==> config.mk <==
export PLATFORM = sky130hd
export DESIGN_NAME = risc_8bit_fetch_stage
export DESIGN_NICKNAME = d
export VERILOG_FILES = /design/src/rtl/risc_8bit_fetch_pkg.sv /design/src/rtl/risc_8bit_fetch_fifo.sv /design/src/rtl/risc_8bit_fetch_stage.sv
export SDC_FILE = /design/constraint.sdc
export NUM_CORES = 1
export LEC_CHECK = 0
export ABC_AREA = 1
export ABC_CLOCK_PERIOD_IN_PS = 3500
export CORE_MARGIN = 1
export CORE_UTILIZATION = 35
export CTS_BUF_LIST = sky130_fd_sc_hd__clkbuf_16
export CTS_CLUSTER_SIZE = 12
export DETAILED_ROUTE_END_ITERATION = 10
export PLACE_DENSITY_LB_ADDON = 0.1
export SYNTH_ARGS = -nofsm -noshare
export SYNTH_HDL_FRONTEND = slang
export SYNTH_SLANG_ARGS = --single-unit
==> constraint.sdc <==
create_clock -name clk -period 3.5 [get_ports clk]
set_input_delay 0.35 -clock clk [delete_from_list [all_inputs] [get_ports clk]]
set_output_delay 0.35 -clock clk [all_outputs]
set_load 0.01 [all_outputs]
==> src/rtl/risc_8bit_fetch_pkg.sv <==
// Shared constants for the 8-bit RISC fetch path:
// opcode field width, HALT encoding and default widths.
package risc_8bit_fetch_pkg;

  localparam int DEF_ADDR_W  = 8;
  localparam int DEF_INSTR_W = 16;
  localparam int OPC_W       = 4;

  localparam logic [OPC_W-1:0] HALT_OPC = 4'hF;

endpackage

==> src/rtl/risc_8bit_fetch_fifo.sv <==
// Prefetch FIFO between instruction memory and decode.
// Flush beats push and pop in the same cycle.
module risc_8bit_fetch_fifo #(
  parameter int WIDTH = 24,
  parameter int DEPTH = 2,
  parameter int CNT_W = 2
) (
  input  logic             clk,
  input  logic             rst_n,
  input  logic             push,
  input  logic             pop,
  input  logic             flush,
  input  logic [WIDTH-1:0] wdata,
  output logic             full,
  output logic             empty,
  output logic [CNT_W-1:0] count,
  output logic [WIDTH-1:0] rdata
);

  localparam int PTR_W = $clog2(DEPTH);

  logic [WIDTH-1:0] r_mem [DEPTH];
  logic [PTR_W-1:0] r_wptr;
  logic [PTR_W-1:0] r_rptr;
  logic [CNT_W-1:0] r_count;
  logic             w_wr;
  logic             w_rd;

  assign full  = (r_count == CNT_W'(DEPTH));
  assign empty = (r_count == '0);
  assign count = r_count;
  assign rdata = r_mem[r_rptr];

  assign w_rd = pop && !flush && !empty;
  assign w_wr = push && !flush && (!full || w_rd);

  // Storage, pointers and occupancy.
  always_ff @(posedge clk or negedge rst_n) begin
    if (!rst_n) begin
      for (int i = 0; i < DEPTH; i++) begin
        r_mem[i] <= '0;
      end
      r_wptr  <= '0;
      r_rptr  <= '0;
      r_count <= '0;
    end else if (flush) begin
      r_wptr  <= '0;
      r_rptr  <= '0;
      r_count <= '0;
    end else begin
      if (w_wr) begin
        r_mem[r_wptr] <= wdata;
        r_wptr        <= r_wptr + PTR_W'(1);
      end
      if (w_rd) begin
        r_rptr <= r_rptr + PTR_W'(1);
      end
      if (w_wr && !w_rd) begin
        r_count <= r_count + CNT_W'(1);
      end else if (w_rd && !w_wr) begin
        r_count <= r_count - CNT_W'(1);
      end
    end
  end

endmodule

==> src/rtl/risc_8bit_fetch_stage.sv <==
// Fetch stage: PC, imem request issue, prefetch FIFO,
// branch redirect and HALT handling.
module risc_8bit_fetch_stage
  import risc_8bit_fetch_pkg::*;
#(
  parameter int                ADDR_W      = DEF_ADDR_W,
  parameter int                INSTR_W     = DEF_INSTR_W,
  parameter int                DEPTH       = 2,
  parameter logic [OPC_W-1:0]  HALT_OPCODE = HALT_OPC
) (
  input  logic               clk,
  input  logic               rst_n,
  output logic               imem_req,
  output logic [ADDR_W-1:0]  imem_addr,
  input  logic [INSTR_W-1:0] imem_rdata,
  output logic               if_valid,
  output logic [INSTR_W-1:0] if_instr,
  output logic [ADDR_W-1:0]  if_pc,
  input  logic               id_ready,
  input  logic               br_taken,
  input  logic [ADDR_W-1:0]  br_target,
  output logic               fetch_halted
);

  localparam int CNT_W = $clog2(DEPTH) + 1;
  localparam int DW    = ADDR_W + INSTR_W;

  logic [ADDR_W-1:0] r_pc;
  logic [ADDR_W-1:0] r_req_addr;
  logic              r_inflight;
  logic              r_halt;
  logic [DW-1:0]     r_hold;

  logic [DW-1:0]     w_head;
  logic              w_full;
  logic              w_empty;
  logic [CNT_W-1:0]  w_count;
  logic [CNT_W-1:0]  w_occ;
  logic [OPC_W-1:0]  w_opc;
  logic              w_pop;
  logic              w_halt_pop;
  logic              w_flush;
  logic              w_room;
  logic              w_issue;

  assign if_valid = !w_empty;
  assign w_opc    = w_head[INSTR_W-1 -: OPC_W];

  assign w_pop      = if_valid && id_ready && !br_taken;
  assign w_halt_pop = w_pop && (w_opc == HALT_OPCODE);
  assign w_flush    = br_taken || w_halt_pop;

  // Slots already promised = stored entries plus the in-flight read.
  assign w_occ  = w_count + CNT_W'(r_inflight);
  assign w_room = w_pop || (!w_full && (w_occ < CNT_W'(DEPTH)));

  assign w_issue = !r_halt && !w_flush && w_room;

  // Nothing may be requested while reset is held.
  assign imem_req  = w_issue && rst_n;
  assign imem_addr = r_pc;

  assign fetch_halted = r_halt;

  // Empty FIFO shows the last instruction delivered.
  assign {if_pc, if_instr} = w_empty ? r_hold : w_head;

  risc_8bit_fetch_fifo #(
    .WIDTH (DW),
    .DEPTH (DEPTH),
    .CNT_W (CNT_W)
  ) u_fifo (
    .clk   (clk),
    .rst_n (rst_n),
    .push  (r_inflight),
    .pop   (w_pop),
    .flush (w_flush),
    .wdata ({r_req_addr, imem_rdata}),
    .full  (w_full),
    .empty (w_empty),
    .count (w_count),
    .rdata (w_head)
  );

  // PC advance/redirect and in-flight request tracking.
  always_ff @(posedge clk or negedge rst_n) begin
    if (!rst_n) begin
      r_pc       <= '0;
      r_req_addr <= '0;
      r_inflight <= 1'b0;
    end else begin
      r_inflight <= w_issue;
      if (br_taken) begin
        r_pc <= br_target;
      end else if (w_issue) begin
        r_req_addr <= r_pc;
        r_pc       <= r_pc + ADDR_W'(1);
      end
    end
  end

  // Halt flag: set by a delivered HALT, cleared by redirect.
  always_ff @(posedge clk or negedge rst_n) begin
    if (!rst_n) begin
      r_halt <= 1'b0;
    end else if (br_taken) begin
      r_halt <= 1'b0;
    end else if (w_halt_pop) begin
      r_halt <= 1'b1;
    end
  end

  // Remember the head so outputs hold while empty.
  always_ff @(posedge clk or negedge rst_n) begin
    if (!rst_n) begin
      r_hold <= '0;
    end else if (!w_empty) begin
      r_hold <= w_head;
    end
  end

endmodule

; After elaboration in Yosys (flattened, before gate mapping)
; Index checks and enable logic that the tools add are counted.
[classes]
mux = 18
reduce_logical = 32
bitwise = 4
addsub = 6
magnitude_cmp = 4
n_eq_ne = 2
[op_table]
columns = cell, n
row1 = 2-to-1 mux 24 bit, 5
row2 = bitwise mux 48 bit, 1
row3 = demux 24 bit (select 1 bit), 1
row4 = 2-to-1 mux 8 bit, 2
row5 = logical AND 1 bit, 14
row6 = "adder 8 x 1 -> 8 bit, second input constant", 1
row7 = nonzero test 2 bit, 4
row8 = logical NOT 1 bit, 7
row9 = 2-to-1 mux 1 bit, 6
row10 = 2-to-1 mux 2 bit, 3
row11 = "equality test 4 bit, second input constant", 1
row12 = "greater-or-equal comparator 2 bit, second input constant", 2
row13 = NOT 1 -> 2 bit, 2
row14 = AND reduction 2 bit, 2
row15 = logical OR 1 bit, 3
row16 = nonzero test 3 bit, 1
row17 = "adder 1 bit, second input constant", 2
row18 = adder 2 x 1 -> 2 bit, 1
row19 = "adder 2 x 1 -> 2 bit, second input constant", 1
row20 = "equality test 2 bit, second input constant", 1
row21 = logical NOT 2 bit, 1
row22 = "< comparator 2 x 1 -> 1 bit, second input constant", 1
row23 = "< comparator 2 bit, second input constant", 1
row24 = NOT 1 bit, 2
row25 = "subtractor 2 x 1 -> 2 bit, second input constant", 1
[word_totals]
register_bits = 94
word_cells = 76
output_inout_bits = 35

; Depth between registers and ports, before layout
[logic_depth]
depth_word = 17
ltp_mapped = 16

; Hierarchy
; A second synthesis with hierarchy kept.
[hier_totals]
hier_cells = 536
hier_area_um2 = 4264.1
[modules_own_cells]
columns = mod, seq_area_each_um2, cells_each, area_each_um2, instances
row1 = risc_8bit_fetch_fifo, 1301.2, 296, 2348.5, 1
row2 = risc_8bit_fetch_stage, 1051.0, 240, 1915.6, 1

; Least setup slack after synthesis
; OpenSTA, ideal clock, no wires.
[synth_path]
path_kind = reg2reg
startpoint = register u_fifo.r_rptr
endpoint = register u_fifo.r_count[1], in the netlist u_fifo.count[1]
setup_ps = 120
arrival_ps = 1788
setup_slack_ps = 1592
path_buffers = 2
period_less_slack_ps = 1908
required_ps = 3380
path_stages_with_launch = 16
cell_sequence = dfrtp_1 > buf_6 > nand2_1 > nand2_1 > nor2_2 > nand2_1 > nand2_2 > nand2_4 > buf_6 > nand2_1 > nor2_1 > ha_1 > a21oi_1 > o21ai_0 > o21ai_0 > nor2_1
[synth_via]
elab_chain_cells = 15
[synth_lines]
columns = element, line_no
row1 = start: declaration, risc_8bit_fetch_fifo.sv:24  ; logic [PTR_W-1:0] r_rptr;
row2 = start signal: assignment, risc_8bit_fetch_fifo.sv:56  ; r_rptr <= r_rptr + PTR_W'(1);
row3 = NOT 1 -> 2 bit (implied by the code) (*), risc_8bit_fetch_fifo.sv:32  ; assign rdata = r_mem[r_rptr];
row4 = 2-to-1 mux 24 bit (implied by the code) (*) (3 in series), risc_8bit_fetch_fifo.sv:32
row5 = equality test 4 bit (*), risc_8bit_fetch_stage.sv:50  ; assign w_halt_pop = w_pop && (w_opc == HALT_OPCODE);
row6 = logical AND 1 bit (*), risc_8bit_fetch_stage.sv:50
row7 = logical OR 1 bit (*), risc_8bit_fetch_stage.sv:51  ; assign w_flush = br_taken || w_halt_pop;
row8 = logical NOT 1 bit, "risc_8bit_fetch_fifo.sv:34, risc_8bit_fetch_fifo.sv:35"
row9 = logical AND 1 bit (2 in series), risc_8bit_fetch_fifo.sv:34  ; assign w_rd = pop && !flush && !empty;
row10 = logical OR 1 bit, risc_8bit_fetch_fifo.sv:35  ; assign w_wr = push && !flush && (!full || w_rd);
row11 = logical AND 1 bit, risc_8bit_fetch_fifo.sv:35
row12 = logical AND 1 bit or logical NOT 1 bit (tied branches), "risc_8bit_fetch_fifo.sv:58, risc_8bit_fetch_fifo.sv:60"
row13 = 2-to-1 mux 2 bit or logical AND 1 bit (tied branches), "risc_8bit_fetch_fifo.sv:58, risc_8bit_fetch_fifo.sv:60"
row14 = 2-to-1 mux 2 bit or nonzero test 3 bit (tied branches), --
row15 = end signal: assignment, risc_8bit_fetch_fifo.sv:59  ; r_count <= r_count + CNT_W'(1);
row16 = end signal: assignment, risc_8bit_fetch_fifo.sv:61  ; r_count <= r_count - CNT_W'(1);
row17 = end: declaration, risc_8bit_fetch_fifo.sv:25  ; logic [CNT_W-1:0] r_count;
; Mark *: on every way between the ends. The rest lies on a longest branch, timed or not. The select of a mux whose other input is x is not followed.
; A chain may end at the register's enable or synchronous reset.

; Worst setup path after layout
[layout_path]
startpoint = register u_fifo.r_rptr
endpoint = output imem_req
[layout_via]
elab_chain_cells = 11
[layout_lines]
columns = element, line_no
row1 = NOT 1 -> 2 bit (implied by the code), risc_8bit_fetch_fifo.sv:32
row2 = 2-to-1 mux 24 bit (implied by the code) (3 in series), risc_8bit_fetch_fifo.sv:32
row3 = equality test 4 bit, risc_8bit_fetch_stage.sv:50
row4 = logical AND 1 bit, risc_8bit_fetch_stage.sv:50
row5 = logical OR 1 bit, risc_8bit_fetch_stage.sv:51
row6 = logical NOT 1 bit, risc_8bit_fetch_stage.sv:57  ; assign w_issue = !r_halt && !w_flush && w_room;
row7 = logical AND 1 bit (2 in series), risc_8bit_fetch_stage.sv:57
row8 = logical AND 1 bit, risc_8bit_fetch_stage.sv:60  ; assign imem_req = w_issue && rst_n;
row9 = end: declaration, risc_8bit_fetch_stage.sv:13  ; output logic imem_req,
; Every way passes these cells. The select of a mux whose other input is x is not followed.

==> results.py <==
metrics = {
    "floorplanning": {
        "die_area_sq_um": 12800,
        "die_h_um": 113,
        "die_w_um": 113,
        "core-area_sq_um": 12000,
        "initial_utilization_pct": 36.0,
        "num_rows": 40,
        "io_pins": 63,
    },
    "synth": {
        "yosysSeqAreaShare_pct": 54.4,
        "syn_nets": 539,
        "syn_inst": 509,
        "yosys_warnings": 0,
        "synth_flop_cell": "dfrtp_1",
        "synth_area_leaders": "dfrtp_1 54%, nand2_1 18%, nand4_1 7.1%",
        "ys_types": 28,
        "synthTopCellsByCount": "202 x nand2_1, 94 x dfrtp_1, 49 x nand4_1, 29 x nor2_1, 21 x a31oi_1",
        "yosys.area.top_type_share_pct": 54.4,
        "ys_ff_latch": 94,
        "synth.most_common_cell": "nand2_1",
        "synth_edf_count": 0,
        "synthesis.area_sq_um": 4330,
        "synth.largest_area_cell": "dfrtp_1",
        "syn_area_per_cell_sq_um": 8.50,
        "async_flop_share_pct": 100,
    },
    "run": {
        "maxCapViolations": 0,
    },
    "pwr": {
        "p_per_area_nw_per_um2": 891,
        "p_leak_nw": 2.55,
        "ir_worst_vdd_mv": 0.301,
    },
    "setup_path": {
        "worstPathArrival_ns": 2.53,
        "r2r_start": "u_fifo.r_rptr",
        "critical_path_required_ns": 3.15,
        "rr_endpoint": "u_fifo.r_mem[17]",
        "slowest_stage": "clkdlybuf4s50_1",
        "crit_end": "imem_req",
        "critPathCaptureType": "primary output",
        "reg2reg_depth": 10,
        "setup.worst_path.start_class": "flip-flop",
        "rrSetupSlack_ns": 1.02,
        "crit_path_start": "u_fifo.r_rptr",
        "critical_path_class": "reg -> out",
        "slowest_delay_ns": 0.54,
        "crit_chain": "buf_4, nand2_1, nand2_1, nor2_2, nand3_2, nand2_4, inv_2, nand2_4, nor2_1, clkdlybuf4s50_1",
        "worstPathMaxFanout": 26,
    },
    "layout": {
        "fill_cells": 1230,
        "n_antenna_cell": 0,
        "finalNetCount": 587,
        "synthToLayoutAreaGrowth_pct": 21.9,
        "drive_above_1_share_pct": 6.94,
        "seqCellArea_sq_um": 2350,
        "final_cells": 709,
        "multi_input_area_sq_um": 1680,
    },
    "timing": {
        "period_share_pct": 82.2,
        "finalHoldViolations": 0,
        "fin_hold_ws_ns": 0.170,
        "rsz0062_at_grt": "no",
        "fin_crit_ns": 2.88,
        "tns_ns": 0,
        "finClkSkew_ns": 0.00747,
        "tightest_slew_ns": 0.881,
        "max_freq_mhz": 348,
        "relSlewSlack_pct": 40.9,
        "timing.final.ws_setup_ns": 0.624,
        "slew_viol_final": 0,
        "setup_viol": 0,
    },
    "global_routing": {
        "grt_max_degree": 50,
        "overflow": 0,
        "grt_first_pass_wirelength_um": 17500,
        "grt_pass1_vias": 3473,
        "grtUsageTotal_pct": 17.8,
        "antenna_found_initial": 0,
    },
    "outcome": {
        "run_status": "completed",
    },
    "drt": {
        "drt-total-wl_um": 10600,
        "wl_per_cell_um": 15.0,
        "avgViaCountPerCell": 5.00,
        "drt-initial-drc-count": 157,
        "ant_nets": 0,
        "drc_errors": 0,
        "first_pass_iters": 4,
        "vias": 3546,
    },
    "worst_hold_path": {
        "hold_class": "in -> async",
    },
    "place": {
        "io_buffers": 62,
        "pre_cts_ws_ns": 0.711,
        "dp_hpwl_um": 6590,
        "dpl.cell_count": 693,
        "finalWeightedCongestion": 0.759,
    },
    "clocking": {
        "clk_latency_ns": 0.34,
        "cts_buffer_depth": 2,
        "cts_root_buf": "clkbuf_16",
        "htree_levels": 3,
        "postCtsSetupBuffers": 0,
        "cts_tree": "yes",
        "postCtsHoldBufs": 0,
        "cts_buffers": 9,
        "clk_pin_slew_worst_paths_ns": 0.06,
        "cts.sinks": 94,
        "cts_resized": 0,
    },
}
layer usage:
metal | up-vias | global-route usage (%) | wire (um)
met5 | - | 0 | 0
met4 | 0 | 8.51 | 243
met3 | 15 | 3.00 | 491
met2 | 81 | 27.5 | 4700
met1 | 1680 | 24.5 | 5180
li1 | 1770 | - | -
registers in the layout, summed over array words and instances (netlist names):
name	count
u_fifo.r_mem	48
r_hold	24
imem_addr	8
r_req_addr	8
u_fifo.count	2
fetch_halted	1
r_inflight	1
u_fifo.r_rptr	1
u_fifo.r_wptr	1
logic make-up (layout without fill, tap and decap cells):
logic type | after synthesis | count (layout) | synth area share (%)
AND/OR/NAND/NOR | 312 | 312 | 32.4
flip-flops | 94 | 94 | 54.4
buffers and inverters | 58 | 111 | 6.76
AO/OA/AOI/OAI | 39 | 39 | 5.12
XOR/XNOR | 4 | 4 | 0.810
adder cells (fa/ha/maj) | 2 | 2 | 0.578
layout by cell type (no fill, tap or decap):
master / instances
a21oi_1: 5
a31oi_1: 21
buf_4: 9
bufinv_16: 1
clkbuf_16: 9
clkdlybuf4s50_1: 61
clkinv_1: 3
clkinv_2: 1
clkinvlp_4: 1
dfrtp_1: 94
ha_1: 2
inv_1: 21
inv_2: 4
inv_4: 1
nand2_1: 202
nand2_2: 2
nand2_4: 3
nand3_1: 16
nand3_2: 3
nand3_4: 1
nand4_1: 49
nor2_1: 29
nor2_2: 2
nor2_8: 1
nor3_1: 3
o21ai_0: 13
or2_2: 1
xnor2_1: 1
xor2_1: 3
metrics by stage:
| step | power [mW] | cell area (sq um) | utilization [%] |
|---|---|---|---|
| 2_1_floorplan | 2.97 | 4330 | - |
| 6_report | 4.70 | 5280 | 43.9 |
| 4_1_cts | 4.76 | 5280 | 43.9 |
| 3_5_place_dp | 3.79 | 4990 | 41.6 |
| 3_3_place_gp | 3.77 | 4990 | 41.6 |
| 5_1_grt | 5.08 | 5280 | 43.9 |
area by class of cell:
class | instances | area share (%)
inverters | 25 | 1.83
clock inverters | 7 | 1.09
well taps | 147 | 3.49
clock buffers | 9 | 4.27
repair buffers | 70 | 12.9
multi-input cells | 357 | 31.9
flip-flops and latches | 94 | 44.6
worst max-delay path: cells and delay by family (launching register included):
kind / cells / cell delay (ns)
buffers and inverters: 3 / 0.96
AND/OR/NAND/NOR: 7 / 0.83
flip-flops: 1 / 0.38
worst min path at each step:
stage	to	cells past startpoint
floorplan	fetch_halted	0
global placement	u_fifo.r_mem[32]	2
detailed placement	u_fifo.r_mem[8]	2
CTS	r_hold[23]	2
global route	r_hold[23]	2
finish	r_req_addr[7]	2
report_power, final:
| group | total (mW) | internal (mW) | switching, mW |
|---|---|---|---|
| sequential | 1.84 | 1.58 | 0.264 |
| clock | 0.952 | 0.543 | 0.409 |
| combinational | 1.91 | 0.828 | 1.08 |
(Power assumes the default switching activity.)
==> patch (config.mk and constraints unchanged) <==
`DEF_ADDR_W`: 8 -> 9.
--- a/src/rtl/risc_8bit_fetch_pkg.sv
+++ b/src/rtl/risc_8bit_fetch_pkg.sv
@@ -2,7 +2,7 @@
 // opcode field width, HALT encoding and default widths.
 package risc_8bit_fetch_pkg;
 
-  localparam int DEF_ADDR_W  = 8;
+  localparam int DEF_ADDR_W  = 9;
   localparam int DEF_INSTR_W = 16;
   localparam int OPC_W       = 4;
 
Ports: changed (resized br_target, if_pc and imem_addr); port bits go from 63 to 66. No check against the original RTL was run, so the function may have changed too.
==> patch against the unedited design <==
- count of clock-buffer cells in the layout unchanged
- sequential cell count up 5
- largest power group unchanged
- final cell count is 8.2% higher
- area after synthesis is 6.1% higher
- critical path depth did not move
- critical path type unchanged
- cell area rose by 7.1%
- critical endpoint unchanged
- combinational power grew 5%
- total power grew 6.4%
- maximum frequency rose by 0.61%
- routed wire length grew 2.8%
- setup slack improved by 17 ps
- sequential share of layout area shrank 0.74 points
==> patch: results (changes against the unedited design) <==
| Metric | Value |
|---|---|
| Clk slew on worst S/H paths | 70 ps |
| Drt wl/cell | 14.23 microns (-4.9%) |
| Dpl cell area | 0.005333 sq mm (+6.8%) |
| Vias | 3689 (+4.0%) |
| Clock tree buffer depth | 2 (unchanged) |
| Worst vdd ir | 0.3533 mV (+17%) |
| Register area share after synthesis | 0.5397 (-0.003853) |
| Async SR Flop Fraction | 1.000 (unchanged) |
| Critical Path AT | 2510 ps (-20 ps) |
| Met2 Use GR | 0.2923 (+0.01746) |
| Initial DRC Count | 219 (+39%) |
| R2R depth | 14 (+4) |
| Biggest regs | u_fifo.r_mem: 50 flops, r_hold: 25 flops |
| Internal power | 3.156 mW (+7.1%) |
| WHS | 426.0 ps (+255.8 ps) |
| I/O Buffers | 65 (+4.8%) |
| First-pass GRT wire length | 18.37 mm (+4.9%) |
| Global Route Usage Sum | 0.1802 (+0.001845) |
| Worst r2r dst | u_fifo.count[1]$_DFFE_PN0P_ |
| Vias in the first global route | 3616 (+4.1%) |
| Net count, final | 621 (+5.8%) |
| Worst-margin pin slew | 565.7 ps (-314.9 ps) |
| Skew final | 4.317 ps (-3.151 ps) |
| Gpl congestion | 0.7345 (-3.2%) |
| Syn nets | 569 (+5.6%) |
| R2R setup slack | 1140 ps (+120 ps) |
| Non-filler instance count after layout | 767 (+8.2%) |
| Largest net degree at the start of global routing | 52 (+4.0%) |
| CP Max Fanout | 27 (+3.8%) |
| DPL Wire Length | 6.863 mm (+4.1%) |
| Syn_area_per_cell | 8.533 sq um (+0.35%) |
| # placed instances | 750 (+8.2%) |
| Synth top cells by count | nand2_1, dfrtp_1, nand4_1, nor2_1, a31oi_1 |
| Layout cells sized above 1 | 0.08403 (+0.01464) |
| Status | complete, no violations |
| GR Util met1 | 0.2310 (-0.01386) |
| Cell variety after synth | 27 (-3.6%) |
patch: power groups by stage:
| stage | Clock (mW) | Sequential [mW] | Combinational [mW] |
|---|---|---|---|
| 6_report | 1.04 | 1.96 | 2.00 |
| 5_1_grt | 1.13 | 2.02 | 2.28 |
| 4_1_cts | 1.08 | 1.96 | 2.05 |
| 3_5_place_dp | 0 | 1.97 | 2.04 |
| 3_3_place_gp | 0 | 1.96 | 2.01 |
| 2_1_floorplan | 0 | 1.90 | 1.24 |
patch: routing by layer:
metal	wire, microns	vias up
met5	0	-
met4	157	0
met3	503	12
met2	5112	74
met1	5144	1735
li1	-	1868
patch: through the flow:
step                power, mW  setup slack [ps]
finish                  5.002             641.8
global placement        3.974             752.9
global route            5.436             378.5
floorplan               3.142              1705
CTS                     5.087             594.4
detailed placement      4.015             734.7
patch: cell type report:
cell class	instances	area, sq um
fill	1326	7072
clock buffer	9	225.2
inverter	27	106.4
timing repair buffer	75	725.7
sequential	99	2477
multi-input combinational	378	1818
tap	172	215.2
clock inverter	7	82.58
patch: how the worst max path moves through the flow:
stage               slack [ps]                           to  cells past startpoint                 startpoint
floorplan                 1700  u_fifo.count[1]$_DFFE_PN0P_                     14  u_fifo.r_rptr$_DFFE_PN0P_
global placement           750                     imem_req                      7                   br_taken
detailed placement         730                     imem_req                      7                   br_taken
CTS                        590                     imem_req                     10  u_fifo.r_rptr$_DFFE_PN0P_
global route               380                     imem_req                     10  u_fifo.r_rptr$_DFFE_PN0P_
finish                     640                     imem_req                     10  u_fifo.r_rptr$_DFFE_PN0P_
patch: cells by family (layout without fill, tap and decap cells):
group / Yosys count / in the layout / share of synthesized area
buffers and inverters: 61 / 118 / 0.06432
adder cells (fa/ha/maj): 2 / 2 / 0.005450
XOR/XNOR: 5 / 5 / 0.009539
AND/OR/NAND/NOR: 329 / 329 / 0.3292
AO/OA/AOI/OAI: 42 / 42 / 0.05178
flip-flops: 99 / 99 / 0.5397
patch: repair_timing:
item                                   CTS  global route
gates resized for setup                  0             0
endpoints found under the hold margin   21             0
hold buffers                             1             0
